File: config.mk
export PLATFORM = sky130hd
export DESIGN_NAME = instr_fetch
export DESIGN_NICKNAME = d
export VERILOG_FILES = /design/src/rtl/instr_fetch.sv
export SDC_FILE = /design/constraint.sdc
export NUM_CORES = 1
export LEC_CHECK = 0
export CORE_MARGIN = 2
export CORE_UTILIZATION = 30
export CTS_BUF_LIST = sky130_fd_sc_hd__clkbuf_8 sky130_fd_sc_hd__clkbuf_16
export CTS_CLUSTER_SIZE = 20
export DETAILED_ROUTE_END_ITERATION = 6
export PLACE_DENSITY = 0.54
export SETUP_SLACK_MARGIN = 0.2
export SYNTH_ARGS = -nofsm -noshare
export SYNTH_HDL_FRONTEND = slang
export SYNTH_SLANG_ARGS = --single-unit
File: constraint.sdc
create_clock -name clk -period 1.92 [get_ports clk]
set_input_delay 0.192 -clock clk [delete_from_list [all_inputs] [get_ports clk]]
set_output_delay 0.192 -clock clk [all_outputs]
set_load 0.03 [all_outputs]
File: src/rtl/instr_fetch.sv
// ---------------------------------------------------------------------------
// instr_fetch
// Program-counter and fetch-sequencing stage ahead of the core datapath.
// A one-cycle req pulse starts a program at START_ADDR. While running, the
// PC advances sequentially. The decoder can redirect it with a branch, and
// the datapath can hold it with a stall. A decoder halt ends the program,
// and done then stays high until the next start.
//
// Ports:
//   clk            rising-edge clock
//   reset          synchronous, active-high reset
//   req            start request (sampled only in IDLE or DONE)
//   halt           decoder: current instruction is a halt
//   stall          datapath: hold the current PC this cycle
//   branch_taken   decoder: redirect the PC this cycle
//   branch_rel     1 = pc + branch_offs, 0 = branch_target
//   branch_offs    signed relative offset (OFFS_W bits)
//   branch_target  absolute target address (PC_W bits)
//   pc             current instruction address, registered
//   fetch_valid    pc holds a live instruction
//   running        state is RUN
//   done           program finished, held until the next start
//   cycle_count    (CYCLE_COUNT_EN only) saturating 16-bit RUN-cycle count
//
// Optional feature macro: CYCLE_COUNT_EN adds the cycle_count output.
// ---------------------------------------------------------------------------
module instr_fetch #(
    parameter int PC_W       = 10,
    parameter int START_ADDR = 0,
    parameter int OFFS_W     = 8
) (
    input  logic              clk,
    input  logic              reset,
    input  logic              req,
    input  logic              halt,
    input  logic              stall,
    input  logic              branch_taken,
    input  logic              branch_rel,
    input  logic [OFFS_W-1:0] branch_offs,
    input  logic [PC_W-1:0]   branch_target,
`ifdef CYCLE_COUNT_EN
    output logic [15:0]       cycle_count,
`endif
    output logic [PC_W-1:0]   pc,
    output logic              fetch_valid,
    output logic              running,
    output logic              done
);

    typedef enum logic [1:0] {
        IDLE = 2'd0,
        RUN  = 2'd1,
        DONE = 2'd2
    } state_t;

    localparam logic [PC_W-1:0] START_PC = PC_W'(START_ADDR);

    state_t state;

    // Sign-extend the offset to PC width. The add then wraps modulo
    // 2^PC_W, so negative offsets below address 0 wrap to the top.
    logic signed [OFFS_W-1:0] offs_s;
    logic signed [PC_W-1:0]   offs_ext;
    logic [PC_W-1:0]          pc_next;

    assign offs_s   = branch_offs;
    assign offs_ext = PC_W'(offs_s);

    // Next PC while running. Priority is halt, then stall, then branch,
    // then sequential. A stalled branch is dropped; the decoder re-presents it.
    always_comb begin
        pc_next = pc + PC_W'(1);
        if (halt || stall) begin
            pc_next = pc;
        end else if (branch_taken) begin
            pc_next = branch_rel ? (pc + $unsigned(offs_ext)) : branch_target;
        end
    end

    always_ff @(posedge clk) begin
        if (reset) begin
            state       <= IDLE;
            pc          <= START_PC;
            fetch_valid <= 1'b0;
            running     <= 1'b0;
            done        <= 1'b0;
`ifdef CYCLE_COUNT_EN
            cycle_count <= 16'd0;
`endif
        end else begin
            case (state)
                IDLE, DONE: begin
                    if (req) begin
                        state       <= RUN;
                        pc          <= START_PC;
                        fetch_valid <= 1'b1;
                        running     <= 1'b1;
                        done        <= 1'b0;
`ifdef CYCLE_COUNT_EN
                        cycle_count <= 16'd0;
`endif
                    end
                end
                RUN: begin
                    pc <= pc_next;
`ifdef CYCLE_COUNT_EN
                    // Counts every RUN cycle, stalls included. Saturates at
                    // 16'hFFFF and stays frozen once in DONE.
                    if (cycle_count != 16'hFFFF) begin
                        cycle_count <= cycle_count + 16'd1;
                    end
`endif
                    if (halt) begin
                        state       <= DONE;
                        fetch_valid <= 1'b0;
                        running     <= 1'b0;
                        done        <= 1'b1;
                    end
                end
                default: begin
                    state       <= IDLE;
                    pc          <= START_PC;
                    fetch_valid <= 1'b0;
                    running     <= 1'b0;
                    done        <= 1'b0;
                end
            endcase
        end
    end

endmodule

==> flow_metrics.py <==
metrics = {
    "critical_path": {
        "crit_chain": "ha_4, inv_2, fa_2, nor2b_4, o31ai_2, nand3_1, mux2i_1, nand3_1, a32o_1",
        "slowest_delay_ns": 0.36,
        "crit_path_end_kind": "register",
        "rr_worst_depth": 9,
        "start_kind": "register",
        "cp_common_cell": "nand3_1",
        "cpLargestDelayFamily": "adder cells",
        "cp_num_buf_inv": 1,
        "required_ns": 2.06,
        "crit_arrival_ns": 1.98,
        "cpMaxStageDelayCell": "fa_2",
        "crit_type": "register to register",
        "cp.depth": 9,
        "worstPathMaxFanout": 3,
    },
    "place": {
        "place.gp.congestion": 0.826,
        "placed_area_sq_mm": 0.00205,
        "dp_hpwl_microns": 3340,
        "place_ws_ns": -0.332,
        "portBuffers": 37,
        "dpl.cell_count": 295,
    },
    "clock_network": {
        "clk_path_buf_depth": 2,
        "root_buffer": "clkbuf_8",
        "htreeDepth": 1,
        "clkSlewWorstSetupHoldPaths_ns": 0.06,
        "cts_tree": "yes",
        "clk_latency_ns": 0.25,
        "clock-sinks": 13,
        "cts_inserted_buffers": 3,
    },
    "floorplan": {
        "die_x_microns": 70.2,
        "start_util_pct": 30.6,
        "coreArea_sq_mm": 0.00429,
        "pin_count": 38,
        "dieArea_sq_mm": 0.00492,
        "rows": 24,
        "die_h_microns": 70.2,
    },
    "final_layout": {
        "insertedDiodeCount": 0,
        "fin_area_sq_mm": 0.00223,
        "final_common_cell": "buf_4",
        "layout.nets": 290,
        "utilization_pct": 52.0,
        "drive_gt1_share_pct": 27.7,
        "nFillCells": 421,
        "final_cell_mix": "buf_4, clkdlybuf4s50_1, nor2_1, a21oi_1, nand2_1",
        "area_delta_synth_final_pct": 69.9,
        "stdcell_count": 305,
    },
    "timing": {
        "min_period_ns": 1.83,
        "maxSlewHeadroom_pct": 75.5,
        "worstMarginPinSlew_ns": 0.367,
        "rsz0062_at_grt": "true",
        "hold_violations": 0,
        "drv_slew": 0,
        "whs_ns": 0.519,
        "clock_skew_ns": 0.00381,
        "fin_ws_ns": 0.0851,
        "setup_violations": 0,
        "fin_crit_sh_pct": 95.6,
        "fmax_mhz": 545,
        "tns_ns": 0,
    },
    "flow_run": {
        "maxCapViolCount": 0,
    },
    "drt": {
        "postRouteAntennaNets": 0,
        "drcViolationCount": 0,
        "wl_microns": 4210,
        "via_count": 1590,
        "drt-pass1-iter-count": 4,
        "routedWlPerCell_microns": 13.8,
        "via_per_inst": 5.21,
        "drt_iter0_markers": 82,
    },
    "pwr": {
        "finalPower_mw": 0.804,
        "switching_share_pct": 30.0,
        "p_per_area_mw_per_mm2": 360,
        "power.leakage_nw": 0.873,
        "power.internal_mw": 0.563,
        "pwr-share-seq_pct": 34.6,
        "pwr-share-clk_pct": 30.4,
        "power_switching_mw": 0.241,
        "pwr-share-comb_pct": 34.9,
        "vdd_drop_max_mv": 0.205,
    },
    "global_route": {
        "grt_pass1_vias": 1511,
        "grt-ovfl-total": 0,
        "grt_first_pass_wirelength_microns": 7110,
        "track_usage_pct": 17.7,
        "grt_max_degree": 25,
        "antenna_found_initial": 0,
    },
    "synth": {
        "yosys_warnings": 0,
        "synth.cell_area_sq_mm": 0.00131,
        "synth_cells": 184,
        "synth_edf_count": 0,
        "syn_nets": 220,
        "synth_seq_cells": 13,
        "synth_flop_cell": "dfxtp_1",
        "synth-seq-area-share_pct": 19.8,
        "synth_cell_type_count": 47,
        "synthArstFlopShare_pct": 0,
        "syn_avg_cell_area_sq_um": 7.14,
    },
    "min_path": {
        "holdCritPathClass": "register to register",
        "whs_path_depth": 2,
    },
    "status": {
        "outcome": "finished clean",
    },
}
repair_timing:
action                                  in CTS  in global routing
gates cloned                                 0                  0
setup buffers                                1                  5
gates resized for setup                     13                  8
pin swaps                                    7                 14
hold buffers                                 0                  0
endpoints found under the setup margin       7                  9
final cells by class:
type	count	area, sq um	area share, %
multi-input combinational	157	1160	52.0
timing repair buffer	72	651	29.1
clock buffer	3	41.3	1.85
clock inverter	1	3.75	0.168
sequential	13	284	12.7
tap	52	65.1	2.91
inverter	7	26.3	1.18
sequential cells by signal (all words and copies together), names as in the netlist:
name / flops
running: 1
state: 1
done: 1
pc: 10
synthesized netlist by cell type, types with 2 or more instances:
| cell type | count | area (sq um) |
|---|---|---|
| ha_1 | 10 | 125 |
| xor2_1 | 2 | 17.5 |
| o21bai_1 | 2 | 15.0 |
| clkbuf_1 | 5 | 18.8 |
| nand2b_1 | 3 | 18.8 |
| inv_1 | 7 | 26.3 |
| a31oi_1 | 4 | 25.0 |
| nor2_1 | 26 | 97.6 |
| mux2_2 | 2 | 22.5 |
| a22oi_1 | 3 | 22.5 |
| nand3_1 | 9 | 45.0 |
| o21ai_1 | 2 | 10.0 |
| a21oi_1 | 15 | 75.1 |
| nand3b_1 | 2 | 15.0 |
| nor3_1 | 9 | 45.0 |
| nand2_1 | 15 | 56.3 |
| o21ai_0 | 14 | 70.1 |
| a211oi_1 | 3 | 22.5 |
| nor2b_1 | 5 | 31.3 |
| a21o_1 | 2 | 15.0 |
| mux2i_1 | 4 | 40.0 |
| dfxtp_1 | 13 | 260 |
| xnor2_1 | 3 | 26.3 |
logic make-up (layout without fill, tap and decap cells):
group / Yosys count / after routing / synth area share [%]
xor gates and xnor gates: 5 / 5 / 3.33
AOI/OAI and AO/OA: 59 / 59 / 29.4
muxes: 6 / 6 / 4.76
adders and majority gates: 11 / 11 / 11.0
buffers and inverters: 14 / 83 / 4.38
and+or+nand+nor: 76 / 76 / 27.2
DFF: 13 / 13 / 19.8
routing by layer:
metal / vias to the layer above / share of wire (%) / global-route usage (%)
li1: 810 / - / -
met1: 742 / 46 / 23.9
met2: 36 / 49 / 29.8
met3: 2 / 4.4 / 3.90
met4: 0 / 0.24 / 1.92
met5: - / 0 / 0
worst reg2reg max path, cell delays in order, from the launching register on:
cell and delay, ns:
dfxtp_4 0.35, ha_4 0.13, inv_2 0.04, fa_2 0.36, nor2b_4 0.14, o31ai_2 0.08, nand3_1 0.11, mux2i_1 0.22
nand3_1 0.10, a32o_1 0.22
final timing paths:
path | startpoint | slack, ns | to
max | pc[0] | 0.09 | pc[8]
min | pc[5] | 0.52 | pc[5]
max reg2reg | pc[0] | 0.09 | pc[8]
min reg2reg | pc[5] | 0.52 | pc[5]
power by group through the flow:
stage / combinational (mW) / sequential (mW) / clock [mW]
3_5_place_dp: 0.268 / 0.284 / 0
5_1_grt: 0.307 / 0.279 / 0.270
6_report: 0.281 / 0.278 / 0.245
2_1_floorplan: 0.121 / 0.293 / 0
3_3_place_gp: 0.265 / 0.284 / 0
4_1_cts: 0.276 / 0.278 / 0.251
Power figures use the tool's default switching activity.
